**src/rtl/cordic_seq.sv**
```systemverilog
// rtl/cordic_seq.sv - sequential CORDIC vectoring engine, one micro-rotation per clock
module cordic_seq #(
  parameter int IW   = 12,
  parameter int GW   = 4,
  parameter int ITER = 12,
  parameter int AW   = 12
) (
  input  logic                 clk,
  input  logic                 rst_n,
  input  logic                 start,
  input  logic signed [IW-1:0] x_in,
  input  logic signed [IW-1:0] y_in,
  output logic                 busy,
  output logic                 done,
  output logic [IW+GW:0]       r,
  output logic signed [AW-1:0] t
);

  localparam int W  = IW + GW + 2;
  localparam int CW = (ITER > 1) ? $clog2(ITER) : 1;
  localparam int TN = 1 << CW;

  localparam logic [1:0] S_IDLE = 2'd0;
  localparam logic [1:0] S_PRE  = 2'd1;
  localparam logic [1:0] S_ROT  = 2'd2;
  localparam logic [1:0] S_FIN  = 2'd3;

  localparam logic signed [AW-1:0] QTR = AW'(1) << (AW - 2);

  // atan(2^-i) scaled to 2^AW counts per turn, evaluated at elaboration only
  function automatic int atan_count(input int i);
    real a;
    real scale;
    case (i)
      0:  a = 0.7853981633974483;
      1:  a = 0.4636476090008061;
      2:  a = 0.24497866312686414;
      3:  a = 0.12435499454676144;
      4:  a = 0.06241880999595735;
      5:  a = 0.031239833430268277;
      6:  a = 0.015623728620476831;
      7:  a = 0.007812341060101111;
      8:  a = 0.0039062301319669718;
      9:  a = 0.0019531225164788188;
      10: a = 0.0009765621895593195;
      11: a = 0.0004882812111948983;
      12: a = 0.00024414062014936177;
      13: a = 0.00012207031189367021;
      14: a = 0.00006103515617420877;
      15: a = 0.000030517578115526096;
      default: a = 1.0 / (2.0 ** i);
    endcase
    scale = (2.0 ** AW) / 6.283185307179586;
    return $rtoi(a * scale + 0.5);
  endfunction

  logic [AW-1:0] atan_tab [TN];

  for (genvar g = 0; g < TN; g++) begin : g_atan
    assign atan_tab[g] = AW'(atan_count(g));
  end

  logic [1:0]          state_q, state_d;
  logic signed [W-1:0] x_q, x_d;
  logic signed [W-1:0] y_q, y_d;
  logic signed [AW-1:0] z_q, z_d;
  logic [CW-1:0]       i_q, i_d;
  logic [IW+GW:0]      r_q, r_d;
  logic signed [AW-1:0] t_q, t_d;
  logic                done_q, done_d;

  logic signed [W-1:0]  x_sh, y_sh;
  logic signed [AW-1:0] a_cur;

  assign x_sh  = x_q >>> i_q;
  assign y_sh  = y_q >>> i_q;
  assign a_cur = atan_tab[i_q];

  always_comb begin
    state_d = state_q;
    x_d     = x_q;
    y_d     = y_q;
    z_d     = z_q;
    i_d     = i_q;
    r_d     = r_q;
    t_d     = t_q;
    done_d  = 1'b0;
    case (state_q)
      S_IDLE: begin
        if (start) begin
          x_d     = {{(W-IW-GW){x_in[IW-1]}}, x_in, {GW{1'b0}}};
          y_d     = {{(W-IW-GW){y_in[IW-1]}}, y_in, {GW{1'b0}}};
          z_d     = '0;
          state_d = S_PRE;
        end
      end
      S_PRE: begin
        // fold left half-plane into |angle| <= 90 deg so the rotations converge
        if (x_q[W-1] && !y_q[W-1]) begin
          x_d = y_q;
          y_d = -x_q;
          z_d = QTR;
        end else if (x_q[W-1] && y_q[W-1]) begin
          x_d = -y_q;
          y_d = x_q;
          z_d = -QTR;
        end
        i_d     = '0;
        state_d = S_ROT;
      end
      S_ROT: begin
        if (!y_q[W-1]) begin
          x_d = x_q + y_sh;
          y_d = y_q - x_sh;
          z_d = z_q + a_cur;
        end else begin
          x_d = x_q - y_sh;
          y_d = y_q + x_sh;
          z_d = z_q - a_cur;
        end
        if (i_q == CW'(ITER - 1)) begin
          state_d = S_FIN;
        end else begin
          i_d = i_q + 1'b1;
        end
      end
      default: begin
        r_d     = x_q[IW+GW:0];
        t_d     = z_q;
        done_d  = 1'b1;
        state_d = S_IDLE;
      end
    endcase
  end

  always_ff @(posedge clk or negedge rst_n) begin
    if (!rst_n) begin
      state_q <= S_IDLE;
      x_q     <= '0;
      y_q     <= '0;
      z_q     <= '0;
      i_q     <= '0;
      r_q     <= '0;
      t_q     <= '0;
      done_q  <= 1'b0;
    end else begin
      state_q <= state_d;
      x_q     <= x_d;
      y_q     <= y_d;
      z_q     <= z_d;
      i_q     <= i_d;
      r_q     <= r_d;
      t_q     <= t_d;
      done_q  <= done_d;
    end
  end

  assign busy = (state_q != S_IDLE);
  assign done = done_q;
  assign r    = r_q;
  assign t    = t_q;

endmodule
```
**config.mk**
```make
export PLATFORM = sky130hd
export DESIGN_NAME = cordic_seq
export DESIGN_NICKNAME = d
export VERILOG_FILES = /design/src/rtl/cordic_seq.sv
export SDC_FILE = /design/constraint.sdc
export NUM_CORES = 1
export LEC_CHECK = 0
export BUFFER_PORTS_ARGS = -buffer_cell sky130_fd_sc_hd__buf_4
export CAP_MARGIN = 20
export CELL_PAD_IN_SITES_DETAIL_PLACEMENT = 0
export CELL_PAD_IN_SITES_GLOBAL_PLACEMENT = 1
export CORE_UTILIZATION = 48
export DETAILED_ROUTE_END_ITERATION = 10
export GPL_TIMING_DRIVEN = 1
export HOLD_SLACK_MARGIN = 0.03
export PLACE_DENSITY = 0.83
export SETUP_SLACK_MARGIN = 0.3
export SLEW_MARGIN = 20
export SYNTH_ARGS = -nofsm -noshare
export SYNTH_HDL_FRONTEND = slang
export SYNTH_SLANG_ARGS = --single-unit
```
**constraint.sdc**
```tcl
create_clock -name clk -period 7.1 [get_ports clk]
set_input_delay 0.355 -clock clk [delete_from_list [all_inputs] [get_ports clk]]
set_output_delay 0.355 -clock clk [all_outputs]
set_load 0.02 [all_outputs]
```
==> flow_summary_export.csv <==
group,metric,value,unit
worst_setup_path,reg2reg_to,"x_q[17]",
yosys,synth_top_cell_by_area,"dfrtp_1",
clocking,cts.sinks,84,
clocking,cts_hold_buf,1,
drt,route.vias.total,8862,
sta,setup_viol,0,
placed_design,gp_congestion,0.9548,
sta,maxSlewHeadroom,27.97,%
clocking,cts_buffer_depth,2,
cells_and_area,n_fill_cell,1915,
grt,grt_start_max_net_pins,63,
sta,worst_pin_slew,1.071,ns
yosys,syn_inst,1146,
min_path,hold_path.class,"primary input to register",
sta,rsz0062_at_grt,"false",
drt,drt-initial-drc-count,1068,
yosys,yosys_most_used_dff,"dfrtp_1",
sta,period_minus_slack,5.765,ns
worst_setup_path,crit_start,"i_q[1]",
yosys,syn_area_per_cell,8.353,sq um
floorplanning,initial_core_util,49.03,%
clocking,cts-root-buf,"clkbuf_16",
grt,antenna_found_initial,1,
clocking,clkTransAtPathRegs,0.09,ns
worst_setup_path,criticalPathCategory,"register to register",
grt,track_usage,32.00,%
floorplanning,die_area,0.02051,sq mm
drt,viasPerCell,6.276,
sta,drv_slew,0,
clocking,clock_latency,0.37,ns
floorplanning,coreArea,0.01953,sq mm
worst_setup_path,cp_max_fo,36,
floorplanning,die-height,143.2,microns
drt,drtPass1Iterations,5,
worst_setup_path,end_kind,"register",
flow_run,drv_cap,0,
sta,fin_crit_sh,81.19,%
worst_setup_path,r2r_cells,19,
placed_design,port_buffers,57,
yosys,synth.area.top_cells,"dfrtp_1, ha_1, mux4_2, o21ai_0, xnor2_1",
worst_setup_path,rrSetupSlack,1.34,ns
drt,remaining_drc_errors,0,
worst_setup_path,worstPathArrival,5.98,ns
clocking,cts_setup_buffers,0,
yosys,yosys_register_bits,84,
grt,grt-ovfl-total,0,
clocking,ctsResizeCount,0,
min_path,holdPathStages,3,
drt,antenna_left,0,
placed_design,dpl.hpwl,22080,microns
grt,grt_pass1_wl,49160,microns
worst_setup_path,r2r_start,"i_q[1]",
yosys,synth_nets,1236,
yosys,netlist_area,0.009573,sq mm
cells_and_area,nets,1231,
floorplanning,ios,58,
yosys,ys_warn_count,0,
sta,timing.setup.tns,0,ns
yosys,ys_seq_area_share,21.96,%
worst_setup_path,cp-endpoint,"x_q[17]",
drt,wl,31390,microns
min_path,min_from,"y_in[10]",
sta,fmax,173.5,MHz
floorplanning,num_rows,51,
worst_setup_path,cp.required,7.31,ns
cells_and_area,drive_gt1_share,16.06,%
worst_setup_path,start_kind,"register",
sta,fin_skew,0.01601,ns
yosys,ys_types,77,
clocking,tritoncts,"built",
grt,grt_pass1_vias,8341,
status,status,"finished, final reports clean",
sta,hold_violations,0,
clocking,cts_buffers,9,
floorplanning,fp.dieW,143.2,microns
yosys,synth-edff-count,0,
yosys,synthArstFlopShare,100.0,%
drt,drt-wirelength-per-cell,22.23,microns
sta,holdWs,0.2517,ns
clocking,htree_num_levels,3,
yosys,synth_top_area_share,21.96,%
cells_and_area,area_delta_synth_final,8.614,%
-- stage by stage --
step,util [%],setup WS (ns),std cells,area [sq um]
6_report,53.25,1.335,1412,10400
3_5_place_dp,51.54,1.289,1394,10060
4_1_cts,53.22,1.282,1411,10390
2_1_floorplan,-,2.156,1146,9573
5_1_grt,53.24,0.8458,1411,10400
3_3_place_gp,51.54,1.459,1394,10060
-- cell families after synthesis --
logic type	Yosys count	share of synthesized area (%)
compound gates	350	23.43
simple gates	320	15.95
buf+inv	137	6.104
mux	105	15.98
xor+xnor	87	8.103
flops	84	21.96
fa+ha+maj	63	8.470
-- sequential cells by signal (all words and copies together) (netlist names) --
signal	flops
done	1
i_q	4
r	17
state_q	2
t	12
x_q	18
y_q	18
z_q	12
-- layout by cell type, fill, tap and decap left out, drive strengths merged, types with 8 or more instances in the layout --
master  netlist  final
nand2b       12     12
inv          42     46
or3           8      8
nor2         92     92
o22ai         8      8
mux2i        34     34
nor2b        14     14
a21oi        83     83
buf          27     75
mux4         34     34
and2          8      8
ha           60     60
o21a         10     10
xor2         31     31
clkbuf       65      9
mux2         37     37
a31oi         8      8
dfrtp        84     84
o21ai       105    105
a211oi       15     15
xnor2        55     55
nand2        98     98
o31ai        15     15
o211ai       10     10
a21o         18     18
nand3        12     12
nor3         34     34
a22oi        14     14
a21boi       10     10
-- worst max-delay path, stage by stage (launching register included) --
cell and delay, ns:
dfrtp_2 0.87, buf_4 0.40, mux4_2 0.38, a211oi_1 0.32, nand4_1 0.20, a211oi_4 0.35
nand2_1 0.11, nor2_1 0.21, mux2i_1 0.21, a21oi_1 0.08, o21ai_0 0.20, ha_1 0.29
o21ai_0 0.14, a311oi_1 0.11, or2_2 0.37, a211oi_1 0.48, nor2_1 0.11, a2111oi_0 0.50
xnor2_1 0.18, o21ai_1 0.08
-- area by class of cell --
cell class / instances / area, sq um / share of cell area [%]
multi-input combinational: 925 / 6892 / 66.28
sequential: 84 / 2111 / 20.30
timing repair buffer: 76 / 573.1 / 5.511
tap: 265 / 331.6 / 3.189
clock buffer: 9 / 225.2 / 2.166
inverter: 45 / 168.9 / 1.625
clock inverter: 7 / 93.84 / 0.9025
antenna: 1 / 2.502 / 0.02407
-- metal layers --
metal | up-vias | GRT usage, % | share of wire (%)
met1 | 4194 | 46.58 | 46
met4 | 0 | 11.42 | 2.7
met5 | - | 0 | 0
met3 | 51 | 7.445 | 9.4
li1 | 4193 | - | -
met2 | 424 | 45.85 | 42
-- synth_stat cells, drive strengths merged, types with 12 or more instances --
cell    instances
o21ai         105
nand2          98
nor2           92
dfrtp          84
a21oi          83
clkbuf         65
ha             60
xnor2          55
inv            42
mux2           37
mux2i          34
mux4           34
nor3           34
xor2           31
buf            27
a21o           18
a211oi         15
o31ai          15
a22oi          14
nor2b          14
nand2b         12
nand3          12
-- how the worst min path moves through the flow --
stage,slack [ns],to
2_1_floorplan,0.06,done
3_3_place_gp,0.30,t[0]
3_5_place_dp,0.29,t[0]
4_1_cts,0.25,y_q[14]
5_1_grt,0.28,y_q[12]
6_report,0.25,y_q[14]
Power is left out: the tool's default activity adds up to more than one toggle a clock period on the data nets, which glitch-free logic cannot reach.
